File: src/rtl/clk_lock_monitor.sv
// -----------------------------------------------------------------------------
// clk_lock_monitor
//
// Supervises a two-stage DCM clock generator from the free-running reference
// clock. It pulses the DCM user reset and waits for the DCM to lock. If lock
// does not arrive in time, it retries the reset. Once lock has been clean for a
// programmable number of cycles, it releases the system reset for the
// generated clock domains.
//
// Ports
//   CLK        in   1  free-running reference clock (never a DCM output)
//   RST_N      in   1  asynchronous, active-low reset
//   LOCKED     in   1  DCM lock flag, asynchronous to CLK
//   STATUS     in   8  DCM status; bit1 = CLKIN stopped, bit2 = CLKFX stopped
//   DCM_RST    out  1  DCM user reset, active high
//   SYS_RST    out  1  reset for generated-domain logic, active high
//   READY      out  1  clocks locked and stable
//   RETRY_CNT  out  8  saturating count of lock timeouts
//   LOSS_CNT   out 16  saturating count of RUN->DCM_RST transitions
//                      (present only with CLK_LOCK_MONITOR_LOSS_CNT_EN)
//   STATE      out  2  FSM state: 00 DCM_RST, 01 WAIT_LOCK, 10 STABLE, 11 RUN
//
// Optional feature macro: CLK_LOCK_MONITOR_LOSS_CNT_EN
//
// Handshake: none. All inputs are level signals sampled through synchronisers,
// and all outputs are registered levels.
// -----------------------------------------------------------------------------
module clk_lock_monitor #(
    parameter int DCM_RST_CYCLES = 4,
    parameter int LOCK_TIMEOUT   = 65536,
    parameter int STABLE_CYCLES  = 256
) (
    input  logic        CLK,
    input  logic        RST_N,
    input  logic        LOCKED,
    input  logic [7:0]  STATUS,
    output logic        DCM_RST,
    output logic        SYS_RST,
    output logic        READY,
    output logic [7:0]  RETRY_CNT,
`ifdef CLK_LOCK_MONITOR_LOSS_CNT_EN
    output logic [15:0] LOSS_CNT,
`endif
    output logic [1:0]  STATE
);

    // One shared counter that is wide enough for the longest interval.
    localparam int MAX_AB = (DCM_RST_CYCLES > LOCK_TIMEOUT) ? DCM_RST_CYCLES : LOCK_TIMEOUT;
    localparam int MAX_P  = (MAX_AB > STABLE_CYCLES) ? MAX_AB : STABLE_CYCLES;
    localparam int CNT_W  = (MAX_P > 2) ? $clog2(MAX_P) : 1;

    localparam logic [CNT_W-1:0] DCM_LAST    = CNT_W'(DCM_RST_CYCLES - 1);
    localparam logic [CNT_W-1:0] TIMEOUT_LAST = CNT_W'(LOCK_TIMEOUT - 1);
    localparam logic [CNT_W-1:0] STABLE_LAST = CNT_W'(STABLE_CYCLES - 1);

    typedef enum logic [1:0] {
        S_DCM_RST   = 2'b00,
        S_WAIT_LOCK = 2'b01,
        S_STABLE    = 2'b10,
        S_RUN       = 2'b11
    } state_t;

    state_t           state;
    state_t           state_next;
    logic [CNT_W-1:0] cnt;
    logic             retry_inc;

    // Two-flop synchronisers for the asynchronous DCM flags.
    logic lock_m, lock_s;
    logic stop_in_m, stop_in_s;
    logic stop_fx_m, stop_fx_s;
    logic good;

    // Only STATUS[1] and STATUS[2] are meaningful here.
    logic status_unused;
    assign status_unused = ^{STATUS[7:3], STATUS[0]};

    always_ff @(posedge CLK or negedge RST_N) begin
        if (!RST_N) begin
            lock_m    <= 1'b0;
            lock_s    <= 1'b0;
            stop_in_m <= 1'b0;
            stop_in_s <= 1'b0;
            stop_fx_m <= 1'b0;
            stop_fx_s <= 1'b0;
        end else begin
            lock_m    <= LOCKED;
            lock_s    <= lock_m;
            stop_in_m <= STATUS[1];
            stop_in_s <= stop_in_m;
            stop_fx_m <= STATUS[2];
            stop_fx_s <= stop_fx_m;
        end
    end

    assign good = lock_s & ~stop_in_s & ~stop_fx_s;

    // Next-state decode. A good lock takes priority over the timeout.
    always_comb begin
        state_next = state;
        retry_inc  = 1'b0;
        case (state)
            S_DCM_RST: begin
                if (cnt == DCM_LAST) state_next = S_WAIT_LOCK;
            end
            S_WAIT_LOCK: begin
                if (good) begin
                    state_next = S_STABLE;
                end else if (cnt == TIMEOUT_LAST) begin
                    state_next = S_DCM_RST;
                    retry_inc  = 1'b1;
                end
            end
            S_STABLE: begin
                if (!good)                    state_next = S_WAIT_LOCK;
                else if (cnt == STABLE_LAST)  state_next = S_RUN;
            end
            S_RUN: begin
                if (!good) state_next = S_DCM_RST;
            end
            default: state_next = S_DCM_RST;
        endcase
    end

    // The state register and output flops load from the same decode, so the
    // resets and READY move on the same edge as STATE and never glitch.
    always_ff @(posedge CLK or negedge RST_N) begin
        if (!RST_N) begin
            state   <= S_DCM_RST;
            DCM_RST <= 1'b1;
            SYS_RST <= 1'b1;
            READY   <= 1'b0;
        end else begin
            state   <= state_next;
            DCM_RST <= (state_next == S_DCM_RST);
            SYS_RST <= (state_next != S_RUN);
            READY   <= (state_next == S_RUN);
        end
    end

    // The counter restarts on every transition. It is not used in RUN, so it
    // is held there and never wraps.
    always_ff @(posedge CLK or negedge RST_N) begin
        if (!RST_N) begin
            cnt <= '0;
        end else if (state_next != state) begin
            cnt <= '0;
        end else if (state != S_RUN) begin
            cnt <= cnt + CNT_W'(1);
        end
    end

    always_ff @(posedge CLK or negedge RST_N) begin
        if (!RST_N) begin
            RETRY_CNT <= 8'd0;
        end else if (retry_inc && (RETRY_CNT != 8'hFF)) begin
            RETRY_CNT <= RETRY_CNT + 8'd1;
        end
    end

`ifdef CLK_LOCK_MONITOR_LOSS_CNT_EN
    always_ff @(posedge CLK or negedge RST_N) begin
        if (!RST_N) begin
            LOSS_CNT <= 16'd0;
        end else if ((state == S_RUN) && (state_next == S_DCM_RST) &&
                     (LOSS_CNT != 16'hFFFF)) begin
            LOSS_CNT <= LOSS_CNT + 16'd1;
        end
    end
`endif

    assign STATE = state;

endmodule

File: config.mk
export PLATFORM = sky130hd
export DESIGN_NAME = clk_lock_monitor
export DESIGN_NICKNAME = d
export VERILOG_FILES = /design/src/rtl/clk_lock_monitor.sv
export SDC_FILE = /design/constraint.sdc
export NUM_CORES = 1
export LEC_CHECK = 0
export ABC_AREA = 0
export CAP_MARGIN = 10
export CORE_MARGIN = 5
export CORE_UTILIZATION = 30
export DETAILED_ROUTE_END_ITERATION = 10
export GPL_ROUTABILITY_DRIVEN = 1
export GPL_TIMING_DRIVEN = 1
export PLACE_DENSITY = 0.54
export SYNTH_ARGS = -nofsm -noshare
export SYNTH_HDL_FRONTEND = slang
export SYNTH_SLANG_ARGS = --single-unit
File: constraint.sdc
create_clock -name CLK -period 2 [get_ports CLK]
set_clock_uncertainty 0.05 [all_clocks]
set_input_delay 0.2 -clock CLK [delete_from_list [all_inputs] [get_ports CLK]]
set_output_delay 0.2 -clock CLK [all_outputs]
set_load 0.05 [all_outputs]
==> results_dict.tcl <==
set metrics [dict create \
    first_global_vias 1276 \
    yosysWarnings 0 \
    synth_top_area_frac 0.469 \
    synth_top_family_by_area "simple AND/OR/NAND/NOR gates" \
    comb_power_share 0.335 \
    synthTopCellsByArea "dfrtp_1 47%, xnor2_1 5.5%, nand2_1 3.6%, nor2_1 3.6%, dfstp_2 3.0%" \
    drt-total-wl_um 3610 \
    synth_fa_ha_area_frac 0.0142 \
    place_ws_ns -0.0848 \
    fill_cells 566 \
    fmax_mhz 475 \
    syn-cell-area_um2 1760 \
    dp.cells 278 \
    grt_pass1_wl_um 6150 \
    diodes 0 \
    viasPerCell 4.76 \
    critPathMaxFanout 5 \
    violations "negative setup slack" \
    ys_types 46 \
    internal-power_mw 1.46 \
    syn-instance-count 165 \
    pwr-share-seq 0.380 \
    fin_nets 229 \
    cts_num_sinks 35 \
    cp_slowest_stage_delay_ns 0.58 \
    wl_per_cell_um 12.5 \
    synth_compound_area_frac 0.0939 \
    areaGrowthSynthToFinish_pct 35.0 \
    setup_slack_ns -0.106 \
    grt_max_degree 36 \
    htree_levels 2 \
    worst_pin_slew_ns 0.774 \
    relSlewSlack 0.484 \
    antenna_found_initial 0 \
    r2r_slack_ns -0.11 \
    rr_worst_depth 5 \
    top_level_ports 24 \
    status "finished, violations left" \
    final_util 0.423 \
    synth-simple-area-share 0.256 \
    ant_nets 0 \
    clk_latency_ns 0.28 \
    clk_path_buf_depth 2 \
    crit_path_cell_trace "or4_4 -> o41ai_4 -> o211ai_2 -> a32oi_1 -> o21ai_1" \
    end_kind "register" \
    p_sw_frac 0.331 \
    max-cap-violations 0 \
    fin_crit_sh 1.05 \
    min_to "stop_in_m$_DFF_PN0_" \
    cpMaxStageDelayCell "or4_4" \
    layout-drive-gt1-share 0.309 \
    drc_errors 0 \
    root_buffer "clkbuf_8" \
    drtIter0Drc 106 \
    firstDrtPassIters 4 \
    syn_avg_cell_area_um2 10.7 \
    start_util 0.314 \
    reg2reg_from "cnt[14]$_DFFE_PN0P_" \
    fp.dieH_um 86.6 \
    setup_viol 15 \
    die_w_um 86.6 \
    rsz0062_at_grt "yes" \
    synth_edf_count 0 \
    multi_input_area_um2 866 \
    cts_tree "built" \
    worst_r2r_endpoint "cnt[11]$_DFFE_PN0P_" \
    num_rows 27 \
    numCtsBuffers 5 \
    synth_xor_area_frac 0.0846 \
    switchingPower_uw 723 \
    yosys-top-cells-count "33 x dfrtp_1, 17 x nand2_1, 17 x nor2_1" \
    yosysSeqAreaShare 0.499 \
    yosysMostFrequentCell "dfrtp_1" \
    synth-seq-cells 35 \
    fin_crit_ns 2.11 \
    muxShareOfSynthArea 0.00640 \
    via_count 1375 \
    hp-start "STATUS[1]" \
    clkTransAtPathRegs_ns 0.07 \
    synth_area_leader_cell "dfrtp_1" \
    synth_nets 178 \
    final_hold_viol_count 0 \
    place_congestion 0.826 \
    ys.flop_type "dfrtp_1" \
    hold_depth 1 \
    hold-worst-slack_ns 0.299 \
    overflow 0 \
    cp.required_ns 2.12 \
    die_area_um2 7500 \
    finalMaxSlewViolations 0 \
    hpwlAfterDp_um 2700 \
    leakage_nw 1.02 \
    holdCritPathClass "input pin to register" \
    core_area_um2 5610 \
    crit_path_start_kind "register" \
    final_cell_count_no_fill 289 \
    portBuffers 17 \
    ff_latch_area_um2 878 \
    async_flop_share 1.00 \
    clockPowerShare 0.285 \
    powerDensity_nw_per_um2 921 \
    track_usage 0.105 \
    worstSetupPathType "register to register" \
    worstPathArrival_ns 2.22 \
    ir_drop_mv 0.506 \
]
metal layers:
layer / track usage / share of wire / vias to the layer above
met3: 0.0238 / 0.035 / 4
met4: 0.0467 / 0.012 / 0
met1: 0.147 / 0.48 / 661
met5: 0 / 0 / -
met2: 0.154 / 0.47 / 21
li1: - / - / 689
power by group through the flow:
stage | sequential, mW | clock [mW] | combinational, mW
2_1_floorplan | 0.911 | 0 | 0.406
3_3_place_gp | 0.843 | 0 | 0.642
3_5_place_dp | 0.842 | 0 | 0.645
4_1_cts | 0.831 | 0.650 | 0.686
5_1_grt | 0.841 | 0.683 | 0.800
6_report | 0.831 | 0.623 | 0.732
critical path, delay by kind of cell, from the launching register on:
kind | cells | cell delay (ns)
AO/OA/AOI/OAI | 4 | 0.99
flip-flops | 1 | 0.38
AND/OR/NAND/NOR | 1 | 0.58
what timing repair did:
action / CTS / global route
pin swaps: 10 / 13
buffers inserted: 0 / 2
hold buffers: 1 / 0
hold endpoints to repair: 33 / 0
setup endpoints to repair: 11 / 23
resized for setup: 5 / 14
flip-flops by register name (all words and copies together), names as in the netlist:
name	count
RETRY_CNT	8
stop_in_s	1
stop_in_m	1
STATE	2
READY	1
DCM_RST	1
lock_m	1
SYS_RST	1
stop_fx_m	1
cnt	16
stop_fx_s	1
lock_s	1
worst max path at each step:
stage                                    from             endpoint  slack, ns  cells past startpoint
after CTS                  cnt[8]$_DFFE_PN0P_  cnt[11]$_DFFE_PN0P_       -0.1                      5
after floorplan           cnt[12]$_DFFE_PN0P_  cnt[11]$_DFFE_PN0P_      0.002                      5
after global placement    cnt[12]$_DFFE_PN0P_  cnt[11]$_DFFE_PN0P_      -0.13                      5
after global routing      cnt[14]$_DFFE_PN0P_   cnt[5]$_DFFE_PN0P_      -0.21                      5
final                     cnt[14]$_DFFE_PN0P_  cnt[11]$_DFFE_PN0P_      -0.11                      5
after detailed placement  cnt[12]$_DFFE_PN0P_  cnt[11]$_DFFE_PN0P_      -0.08                      5
cells by family (layout without fill, tap and decap cells):
kind of cell	count (synthesis)	after routing
adder cells (fa/ha/maj)	2	2
XOR/XNOR	17	17
AO/OA/AOI/OAI	20	20
AND/OR/NAND/NOR	80	80
multiplexers	1	1
flip-flops	35	35
buffers and inverters	10	62
placed cells by master, fill, tap and decap left out, types with 2 or more instances in the layout:
master and instances:
a31oi_1 4, nor2_2 6, nand3_1 7, xnor2_1 11, nor2_4 4, or4_4 2
and4_1 2, ha_1 2, clkdlybuf4s50_1 15, o21bai_1 2, nand4_1 6, buf_4 29
inv_1 6, o21ai_1 3, nor3_1 8, xor2_1 6, nor2_1 10, clkbuf_8 5
or3_1 2, nor4_2 2, nor4_1 2, dfrtp_1 33, dfstp_2 2, buf_6 2
nand2_1 17, a32oi_1 2
through the flow:
stage,TNS (ns),total power [mW],cell area [um2]
floorplan,0,1.32,1760
global placement,-0.511,1.49,2160
detailed placement,-0.297,1.49,2160
CTS,-0.464,2.17,2310
global route,-2.22,2.32,2370
finish,-0.663,2.19,2370
cell type report:
cell class | instances | share of cell area
clock buffer | 5 | 0.0290
clock inverter | 3 | 0.0184
inverter | 6 | 0.00948
multi-input combinational | 120 | 0.365
sequential | 35 | 0.370
tap | 72 | 0.0379
timing repair buffer | 48 | 0.171
No activity file was read; power rests on OpenSTA's default activity.
